[config.mk]
export PLATFORM = sky130hd
export DESIGN_NAME = dram_rmw_ctrl_flat
export DESIGN_NICKNAME = d
export VERILOG_FILES = /design/src/rtl/dram_rmw_if.sv /design/src/rtl/dram_rmw_ctrl.sv /design/src/flat_wrapper.sv
export SDC_FILE = /design/constraint.sdc
export NUM_CORES = 1
export LEC_CHECK = 0
export ABC_AREA = 1
export BUFFER_PORTS_ARGS = -buffer_cell sky130_fd_sc_hd__clkbuf_2
export CORE_UTILIZATION = 58
export DETAILED_ROUTE_END_ITERATION = 8
export GPL_ROUTABILITY_DRIVEN = 0
export PLACE_DENSITY = 0.83
export SKIP_CTS_REPAIR_TIMING = 1
export SLEW_MARGIN = 20
export SYNTH_ARGS = -nofsm -noshare
export SYNTH_HDL_FRONTEND = slang
export SYNTH_SLANG_ARGS = --single-unit
[constraint.sdc]
create_clock -name clk -period 15 [get_ports clk]
set_input_delay 4.5 -clock clk [delete_from_list [all_inputs] [get_ports clk]]
set_output_delay 4.5 -clock clk [all_outputs]
set_load 0.01 [all_outputs]
[src/rtl/dram_rmw_if.sv]
// dram_rmw_if: request/response and bridge C-side bundle for dram_rmw_ctrl
//   req_*  : record operation request (valid/ready, op, addr, four-field delta)
//   resp_* : one-cycle result pulse with final record and status
//   C_*    : single-outstanding command/completion channel to the DRAM bridge
//   master : controller side; slave : requester + bridge side
interface dram_rmw_if #(
    parameter int FLD_W = 12
);
    logic                 req_valid;
    logic                 req_ready;
    logic [1:0]           req_op;
    logic [7:0]           req_addr;
    logic [4*FLD_W-1:0]   req_delta;
    logic                 resp_valid;
    logic [63:0]          resp_data;
    logic [1:0]           resp_err;
    logic                 C_in_valid;
    logic                 C_r_wb;
    logic [7:0]           C_addr;
    logic [63:0]          C_data_w;
    logic                 C_out_valid;
    logic [63:0]          C_data_r;

    modport master (
        input  req_valid, req_op, req_addr, req_delta, C_out_valid, C_data_r,
        output req_ready, resp_valid, resp_data, resp_err,
               C_in_valid, C_r_wb, C_addr, C_data_w
    );

    modport slave (
        output req_valid, req_op, req_addr, req_delta, C_out_valid, C_data_r,
        input  req_ready, resp_valid, resp_data, resp_err,
               C_in_valid, C_r_wb, C_addr, C_data_w
    );
endinterface

[src/rtl/dram_rmw_ctrl.sv]
// dram_rmw_ctrl: read-modify-write sequencer in front of the DRAM bridge
//   clk, rst : clock and asynchronous active-high reset
//   bus      : dram_rmw_if.master (request, response, bridge C-side)
// Record layout: f0=[63:52] f1=[51:40] f2=[39:28] f3=[27:16], [15:0] passthrough.
module dram_rmw_ctrl #(
    parameter int FLD_W   = 12,
    parameter int FLD_MAX = 4095
) (
    input  logic       clk,
    input  logic       rst,
    dram_rmw_if.master bus
);
    typedef enum logic [2:0] {IDLE, RD_REQ, RD_WAIT, CALC, WR_REQ, WR_WAIT, RESP} state_t;

    localparam logic [1:0]       OP_ADD = 2'd1;
    localparam logic [1:0]       OP_SUB = 2'd2;
    localparam logic [FLD_W-1:0] MAX    = FLD_W'(FLD_MAX);

    state_t             state_q, state_d;
    logic [1:0]         op_q, op_d;
    logic [7:0]         addr_q, addr_d;
    logic [4*FLD_W-1:0] delta_q, delta_d;
    logic [63:0]        rec_q, rec_d;
    logic [1:0]         err_q, err_d;

    logic               req_ready_q;
    logic               c_in_valid_q, c_r_wb_q;
    logic [7:0]         c_addr_q;
    logic [63:0]        c_data_w_q;
    logic               resp_valid_q;
    logic [63:0]        resp_data_q;
    logic [1:0]         resp_err_q;

    logic [FLD_W-1:0]   f, d;
    logic [FLD_W:0]     sum;
    logic               ovf, insuf;
    logic [63:0]        add_rec, sub_rec;

    // Both candidate records are formed every cycle; CALC picks one by op.
    always_comb begin
        f       = '0;
        d       = '0;
        sum     = '0;
        ovf     = 1'b0;
        insuf   = 1'b0;
        add_rec = rec_q;
        sub_rec = rec_q;
        for (int i = 0; i < 4; i++) begin
            f     = rec_q[63-i*FLD_W -: FLD_W];
            d     = delta_q[4*FLD_W-1-i*FLD_W -: FLD_W];
            sum   = {1'b0, f} + {1'b0, d};
            ovf   = ovf | (sum > {1'b0, MAX});
            insuf = insuf | (f < d);
            add_rec[63-i*FLD_W -: FLD_W] = (sum > {1'b0, MAX}) ? MAX : sum[FLD_W-1:0];
            sub_rec[63-i*FLD_W -: FLD_W] = f - d;
        end
    end

    always_comb begin
        state_d = state_q;
        op_d    = op_q;
        addr_d  = addr_q;
        delta_d = delta_q;
        rec_d   = rec_q;
        err_d   = err_q;
        case (state_q)
            IDLE: begin
                if (bus.req_valid) begin
                    state_d = RD_REQ;
                    op_d    = bus.req_op;
                    addr_d  = bus.req_addr;
                    delta_d = bus.req_delta;
                    err_d   = 2'd0;
                end
            end
            RD_REQ:  state_d = RD_WAIT;
            RD_WAIT: begin
                if (bus.C_out_valid) begin
                    rec_d   = bus.C_data_r;
                    state_d = (op_q == OP_ADD || op_q == OP_SUB) ? CALC : RESP;
                end
            end
            CALC: begin
                if (op_q == OP_ADD) begin
                    rec_d   = add_rec;
                    err_d   = ovf ? 2'd1 : 2'd0;
                    state_d = WR_REQ;
                end else if (insuf) begin
                    err_d   = 2'd2;
                    state_d = RESP;
                end else begin
                    rec_d   = sub_rec;
                    state_d = WR_REQ;
                end
            end
            WR_REQ:  state_d = WR_WAIT;
            WR_WAIT: state_d = bus.C_out_valid ? RESP : WR_WAIT;
            RESP:    state_d = IDLE;
            default: state_d = IDLE;
        endcase
    end

    // Outputs are registered from the next state so they line up with the
    // state they belong to without an extra cycle of latency.
    always_ff @(posedge clk or posedge rst) begin
        if (rst) begin
            state_q      <= IDLE;
            op_q         <= '0;
            addr_q       <= '0;
            delta_q      <= '0;
            rec_q        <= '0;
            err_q        <= '0;
            req_ready_q  <= 1'b1;
            c_in_valid_q <= 1'b0;
            c_r_wb_q     <= 1'b0;
            c_addr_q     <= '0;
            c_data_w_q   <= '0;
            resp_valid_q <= 1'b0;
            resp_data_q  <= '0;
            resp_err_q   <= '0;
        end else begin
            state_q      <= state_d;
            op_q         <= op_d;
            addr_q       <= addr_d;
            delta_q      <= delta_d;
            rec_q        <= rec_d;
            err_q        <= err_d;
            req_ready_q  <= state_d == IDLE;
            c_in_valid_q <= state_d == RD_REQ || state_d == WR_REQ;
            c_r_wb_q     <= state_d == RD_REQ;
            c_addr_q     <= (state_d == RD_REQ || state_d == WR_REQ) ? addr_d : '0;
            c_data_w_q   <= (state_d == WR_REQ) ? rec_d : '0;
            resp_valid_q <= state_d == RESP;
            resp_data_q  <= (state_d == RESP) ? rec_d : '0;
            resp_err_q   <= (state_d == RESP) ? err_d : '0;
        end
    end

    assign bus.req_ready  = req_ready_q;
    assign bus.C_in_valid = c_in_valid_q;
    assign bus.C_r_wb     = c_r_wb_q;
    assign bus.C_addr     = c_addr_q;
    assign bus.C_data_w   = c_data_w_q;
    assign bus.resp_valid = resp_valid_q;
    assign bus.resp_data  = resp_data_q;
    assign bus.resp_err   = resp_err_q;
endmodule

[src/flat_wrapper.sv]
// flat-port wrapper written by rule: the top's interface ports become plain ports
module dram_rmw_ctrl_flat 
#(
    parameter int FLD_W   = 12,
    parameter int FLD_MAX = 4095
)
  (clk, rst, bus_req_valid, bus_req_op, bus_req_addr, bus_req_delta, bus_C_out_valid, bus_C_data_r, bus_req_ready, bus_resp_valid, bus_resp_data, bus_resp_err, bus_C_in_valid, bus_C_r_wb, bus_C_addr, bus_C_data_w);
  dram_rmw_if #(.FLD_W(FLD_W)) bus_i ();
  input  logic clk;
  input  logic rst;
  input wire logic [$bits(bus_i.req_valid)-1:0] bus_req_valid;
  input wire logic [$bits(bus_i.req_op)-1:0] bus_req_op;
  input wire logic [$bits(bus_i.req_addr)-1:0] bus_req_addr;
  input wire logic [$bits(bus_i.req_delta)-1:0] bus_req_delta;
  input wire logic [$bits(bus_i.C_out_valid)-1:0] bus_C_out_valid;
  input wire logic [$bits(bus_i.C_data_r)-1:0] bus_C_data_r;
  output wire logic [$bits(bus_i.req_ready)-1:0] bus_req_ready;
  output wire logic [$bits(bus_i.resp_valid)-1:0] bus_resp_valid;
  output wire logic [$bits(bus_i.resp_data)-1:0] bus_resp_data;
  output wire logic [$bits(bus_i.resp_err)-1:0] bus_resp_err;
  output wire logic [$bits(bus_i.C_in_valid)-1:0] bus_C_in_valid;
  output wire logic [$bits(bus_i.C_r_wb)-1:0] bus_C_r_wb;
  output wire logic [$bits(bus_i.C_addr)-1:0] bus_C_addr;
  output wire logic [$bits(bus_i.C_data_w)-1:0] bus_C_data_w;
  assign bus_i.req_valid = bus_req_valid;
  assign bus_i.req_op = bus_req_op;
  assign bus_i.req_addr = bus_req_addr;
  assign bus_i.req_delta = bus_req_delta;
  assign bus_i.C_out_valid = bus_C_out_valid;
  assign bus_i.C_data_r = bus_C_data_r;
  assign bus_req_ready = bus_i.req_ready;
  assign bus_resp_valid = bus_i.resp_valid;
  assign bus_resp_data = bus_i.resp_data;
  assign bus_resp_err = bus_i.resp_err;
  assign bus_C_in_valid = bus_i.C_in_valid;
  assign bus_C_r_wb = bus_i.C_r_wb;
  assign bus_C_addr = bus_i.C_addr;
  assign bus_C_data_w = bus_i.C_data_w;
  dram_rmw_ctrl #(.FLD_W(FLD_W), .FLD_MAX(FLD_MAX)) u_core (.clk(clk), .rst(rst), .bus(bus_i));
endmodule
==> results of run 1 <==
worst reg2reg max path, stage by stage, from the launching register on:
cell and delay [ps]:
dfrtp_1 490, nor2_4 210, nand2_4 120, nor2_4 100, buf_4 480, inv_2 390, o21ai_1 220, nor2_1 70
inv_2 70, nor2_2 50, nand3_2 630, buf_4 540, nand2_1 170, inv_1 240, nor2_1 70
sequential cells by signal (all words and copies together), names as in the netlist, 2 cells and up:
register              count
u_core.bus.C_addr         8
u_core.bus.resp_data     64
u_core.bus.C_data_w      64
u_core.err_q              2
u_core.addr_q             8
u_core.delta_q           48
u_core.rec_q             64
u_core.bus.resp_err       2
u_core.op_q               2
u_core.state_q            3
stage by stage:
stage          hold WS (ps)  instances  cell area [um2]  setup WS, ps  total power [W]
6_report                491       2632            18400          7570          0.00481
5_1_grt                 537       2632            18400          7340          0.00516
4_1_cts                 495       2628            18400          7660          0.00472
3_5_place_dp            478       2574            17400          7100          0.00398
3_3_place_gp            477       2574            17400          7190          0.00390
2_1_floorplan           455       2027            16100          3090          0.00329
cell families after synthesis:
kind of cell    share of synthesized area
compound gates                      0.159
buf+inv                            0.0923
simple gates                        0.212
xor+xnor                           0.0326
fa+ha+maj                          0.0853
flops                               0.418
per-layer routing:
| layer | track usage | up-vias | part of all wire |
|---|---|---|---|
| met3 | 0.0687 | 182 | 0.10 |
| met5 | 0 | - | 0 |
| met4 | 0.162 | 0 | 0.054 |
| met1 | 0.435 | 7166 | 0.39 |
| met2 | 0.520 | 852 | 0.45 |
| li1 | - | 7076 | - |
cells in the mapped netlist:
master and count:
buf_6 11, a21o_1 37, buf_2 45, fa_1 8
xnor2_1 4, or2_2 8, o21ai_1 11, inv_1 234
nand3_1 136, nand2_2 3, nand3_2 5, buf_1 5
nor2_1 134, a21oi_2 11, dfstp_2 1, a21oi_1 195
a221oi_1 1, o21bai_1 14, xor2_1 56, nor3_2 1
nand4_1 35, nand2_4 1, o311ai_0 39, nor4_1 1
a31oi_1 22, o21ai_0 104, clkbuf_1 34, dfrtp_1 268
inv_2 10, buf_4 10, o311ai_1 1, nand2_1 455
a211oi_1 1, ha_1 97, nor3_1 16, o211ai_1 4
nand2b_1 1, nor2_2 3, nand4_4 1, nand3b_1 2
nor2_4 2
worst paths after layout:
| check | startpoint | endpoint | slack, ps | cells after the start |
|---|---|---|---|---|
| min in group asynchronous | rst | u_core.rec_q[12] | 4160 | 2 |
| max | bus_C_out_valid | u_core.bus.C_addr[0] | 7570 | 14 |
| min reg2reg | u_core.op_q[0] | u_core.op_q[0] | 490 | 2 |
| min | u_core.op_q[0] | u_core.op_q[0] | 490 | 2 |
| max in group asynchronous | rst | u_core.op_q[1] | 9430 | 3 |
| max reg2reg | u_core.state_q[2] | u_core.bus.C_addr[0] | 11020 | 14 |
cell type report:
cell class                      count  area [um2]
Sequential cell                   269        6730
Fill cell                        2223        8680
Timing Repair Buffer              280        1430
Multi-Input combinational cell   1409        7890
Clock inverter                     12         118
Inverter                          244         925
Tap cell                          372         465
Antenna cell                        4        10.0
Clock buffer                       42         846
report_power, final:
part / internal (W) / leakage (nW) / total, W / switching (W)
Combinational: 0.000931 / 6.12 / 0.00290 / 0.00197
Clock: 0.000411 / 0.465 / 0.000716 / 0.000305
Sequential: 0.000993 / 3.51 / 0.00119 / 0.000199
==> flow_metrics.env, run 1 <==
export IMPL_antenna_found_initial=4
export IMPL_synth_distinct_cells=41
export IMPL_drc=0
export IMPL_critPathMaxStageDelay_ps=630
export IMPL_fp_dieArea_um2=28400
export IMPL_grt_pass1_wl_um=74500
export IMPL_die_w_um=169
export IMPL_cts_sinks=269
export IMPL_num_vias=15276
export IMPL_cp_end_kind="flip-flop"
export IMPL_syn_inst=2027
export IMPL_synth_top_area_share=0.416
export IMPL_wl_per_cell_um=18.0
export IMPL_grt_overflow=0
export IMPL_status="complete, no violations"
export IMPL_htree_levels=1
export IMPL_max_vdd_ir_drop_mv=0.143
export IMPL_rsz0062_at_grt="no"
export IMPL_viasPerCell=5.80
export IMPL_io_pins=268
export IMPL_cp_arrival_ps=7870
export IMPL_timing_fmax_mhz=135
export IMPL_ys_top_cells_by_area="dfrtp_1, nand2_1, ha_1, a21oi_1, inv_1"
export IMPL_numCtsBuffers=30
export IMPL_dr_pass1_iters=6
export IMPL_drt_total_wl_um=47400
export IMPL_hold_violations=0
export IMPL_core_um2=27100
export IMPL_cp_slowest_cell="nand3_2"
export IMPL_critPathMaxFanout=42
export IMPL_nets=2465
export IMPL_critPathKind="input pin to flip-flop"
export IMPL_die_h_um=169
export IMPL_syn_area_um2=16100
export IMPL_cts_tree="yes"
export IMPL_final_cell_mix="nand2_1, dfrtp_1, clkbuf_2, inv_1, a21oi_1"
export IMPL_area_delta_synth_final_pct=14.4
export IMPL_finalClockSkew_ps=14.6
export IMPL_drt_iter0_drc=1682
export IMPL_clk_pin_slew_ps=60
export IMPL_hpwl_um=32900
export IMPL_cts_root_buffer="clkbuf_16"
export IMPL_drive_above_1_share=0.166
export IMPL_cts_max_path_buffers=3
export IMPL_ys_warn_count=0
export IMPL_synth_net_count=2258
export IMPL_path_cells="clkbuf_2 -> inv_2 -> nor2_4 -> buf_4 -> inv_2 -> o21ai_1 -> nor2_1 -> inv_2 -> nor2_2 -> nand3_2 -> buf_4 -> nand2_1 -> inv_1 -> nor2_1"
export IMPL_cp_start_kind="input pin"
export IMPL_fin_crit_sh=0.495
export IMPL_maxSlewViolCount=0
export IMPL_worst_slew_pin_slew_ps=1040
export IMPL_p_leak_nw=10.1
export IMPL_hp_class="flip-flop to flip-flop"
export IMPL_crit_family="buffers and inverters"
export IMPL_clock_latency_ps=570
export IMPL_grt_max_degree=145
export IMPL_path_common_cell="inv_2"
export IMPL_grt_total_usage=0.330
export IMPL_post_route_util=0.680
export IMPL_rows=60
export IMPL_drtAntennaViolNets=0
export IMPL_ys_ff_latch=269
export IMPL_floorplan_initialDensity=0.594
export IMPL_setup_viol=0
export IMPL_ys_seq_area_frac=0.418
export IMPL_cap_viol_max_count=0
export IMPL_powerDensity_nw_per_um2=261
export IMPL_yosysTopAreaCell="dfrtp_1"
export IMPL_io_buffer_count=267
export IMPL_grt_pass1_vias=14625
export IMPL_cp_num_buf_inv=7
export IMPL_avgSynthCellArea_um2=7.94
export IMPL_slew_headroom=0.309
export IMPL_mostFrequentLayoutCell="nand2_1"
export IMPL_setup_tns_ps=0
export IMPL_critical_path_required_ps=15440
export IMPL_period_needed_ps=7430
Power figures use the tool's default switching activity.
==> inputs of run 2 (changes only) <==
--- a/config.mk
+++ b/config.mk
@@ -7,10 +7,10 @@
 export LEC_CHECK = 0
 export ABC_AREA = 1
 export BUFFER_PORTS_ARGS = -buffer_cell sky130_fd_sc_hd__clkbuf_2
-export CORE_UTILIZATION = 58
+export CORE_UTILIZATION = 52
 export DETAILED_ROUTE_END_ITERATION = 8
 export GPL_ROUTABILITY_DRIVEN = 0
-export PLACE_DENSITY = 0.83
+export PLACE_DENSITY = 0.78
 export SKIP_CTS_REPAIR_TIMING = 1
 export SLEW_MARGIN = 20
 export SYNTH_ARGS = -nofsm -noshare
==> constraint.sdc (replaced) <==
create_clock -name clk -period 6.7 [get_ports clk]
set_input_delay 2.01 -clock clk [delete_from_list [all_inputs] [get_ports clk]]
set_output_delay 2.01 -clock clk [all_outputs]
set_load 0.01 [all_outputs]
==> flow_metrics.env, run 2 (synthesis results as in run 1) <==
export IMPL_status="complete, no violations"
export IMPL_grt_pass1_vias=14743
export IMPL_worst_slew_pin_slew_ps=1040
export IMPL_cts_max_path_buffers=3
export IMPL_drive_above_1_share=0.167
export IMPL_rsz0062_at_grt="no"
export IMPL_switching_share=0.513
export IMPL_met1_usage=0.386
export IMPL_cp_start_kind="input pin"
export IMPL_core_um2=30500
export IMPL_busiest_layer="met2"
export IMPL_setup_tns_ps=0
export IMPL_viasPerCell=5.67
export IMPL_hold_violations=0
export IMPL_critPathKind="input pin to flip-flop"
export IMPL_cap_viol_max_count=0
export IMPL_powerDensity_nw_per_um2=574
export IMPL_p_leak_nw=10.1
export IMPL_floorplan_initialDensity=0.528
export IMPL_nets=2465
export IMPL_area_delta_synth_final_pct=14.2
export IMPL_cts_root_buffer="clkbuf_16"
export IMPL_power_frac_comb=0.612
export IMPL_share_seq_of_total_power=0.247
export IMPL_die_h_um=178
export IMPL_cp_end_kind="flip-flop"
export IMPL_hp_class="flip-flop to flip-flop"
export IMPL_wl_per_cell_um=17.8
export IMPL_grtUsageMet3=0.0480
export IMPL_htree_levels=1
export IMPL_rows=64
export IMPL_fill_cells=2679
export IMPL_cts_tree="yes"
export IMPL_slew_headroom=0.308
export IMPL_finalClockSkew_ps=35.3
export IMPL_drt_total_wl_um=47200
export IMPL_max_vdd_ir_drop_mv=0.320
export IMPL_clock_latency_ps=560
export IMPL_cp_arrival_ps=4430
export IMPL_grt_total_usage=0.295
export IMPL_post_route_util=0.603
export IMPL_grt_pass1_wl_um=74300
export IMPL_drc=0
export IMPL_drtAntennaViolNets=0
export IMPL_fin_crit_sh=0.601
export IMPL_fp_dieArea_um2=31700
export IMPL_critical_path_required_ps=7100
export IMPL_cts_sinks=269
export IMPL_period_needed_ps=4030
export IMPL_io_pins=268
export IMPL_num_vias=15034
export IMPL_timing_fmax_mhz=248
export IMPL_numCtsBuffers=28
export IMPL_grtUsageMet2=0.485
export IMPL_final_cell_mix="nand2_1, dfrtp_1, clkbuf_2, inv_1, a21oi_1"
export IMPL_grt_overflow=0
export IMPL_drt_iter0_drc=1485
export IMPL_p_sw_w=0.00542
export IMPL_clk_pin_slew_ps=60
export IMPL_hpwl_um=33100
export IMPL_maxSlewViolCount=0
export IMPL_antenna_found_initial=2
export IMPL_mostFrequentLayoutCell="nand2_1"
export IMPL_setup_viol=0
export IMPL_grt_max_degree=148
export IMPL_internal_power_w=0.00515
export IMPL_dr_pass1_iters=5
export IMPL_pwr_share_clk=0.142
export IMPL_critPathMaxFanout=49
export IMPL_io_buffer_count=267
export IMPL_die_w_um=178
[run 2: worst paths after layout]
| path | start | to | slack [ps] | cells after the start |
|---|---|---|---|---|
| max in group asynchronous | rst | u_core.rec_q[56] | 4160 | 3 |
| worst min-delay path | u_core.op_q[0] | u_core.op_q[0] | 500 | 2 |
| worst min register to register | u_core.op_q[0] | u_core.op_q[0] | 500 | 2 |
| min in group asynchronous | rst | u_core.bus.C_data_w[11] | 1430 | 2 |
| worst max register to register | u_core.op_q[1] | u_core.bus.resp_data[38] | 3070 | 8 |
| worst max-delay path | bus_C_out_valid | u_core.bus.resp_data[35] | 2670 | 9 |
[run 2: cell type report]
type | count | area, um2 | share of cell area
clock buffers | 37 | 786 | 0.0427
clock inverters | 14 | 87.6 | 0.00476
flip-flops and latches | 269 | 6730 | 0.366
inverters | 244 | 921 | 0.0501
multi-input cells | 1409 | 7890 | 0.429
well taps | 396 | 495 | 0.0269
repair buffers | 282 | 1470 | 0.0801
diodes | 2 | 5.00 | 0.000272
[run 2: critical path, stage by stage]
cell and delay (ps):
clkbuf_2 240, inv_2 140, buf_4 540, a211oi_1 160, a21oi_1 290, nand2_2 120, nand2_2 500, buf_12 320
a21oi_1 90
[run 2: power groups by stage]
stage	clock network (W)	registers (W)	logic, W
after floorplan	0	0.00264	0.00472
after CTS	0.00152	0.00260	0.00633
after global routing	0.00158	0.00268	0.00717
after global placement	0	0.00260	0.00613
after detailed placement	0	0.00262	0.00629
final	0.00150	0.00261	0.00646
[run 2: per-stage QoR]
step	power (W)	hold WS (ps)	setup slack, ps	cell area [um2]	std cells
final	0.0106	499	2670	18400	2653
after global placement	0.00873	474	2290	17500	2600
after CTS	0.0104	496	2700	18400	2651
after global routing	0.0114	529	2540	18400	2653
after floorplan	0.00737	455	1140	16100	2027
after detailed placement	0.00891	476	2100	17500	2600
[run 2: layer usage]
layer | share of wire | vias to the layer above | wire length (um)
met3 | 0.084 | 123 | 3980
li1 | - | 7072 | -
met2 | 0.47 | 723 | 22200
met4 | 0.039 | 0 | 1860
met5 | 0 | - | 0
met1 | 0.41 | 7116 | 19200
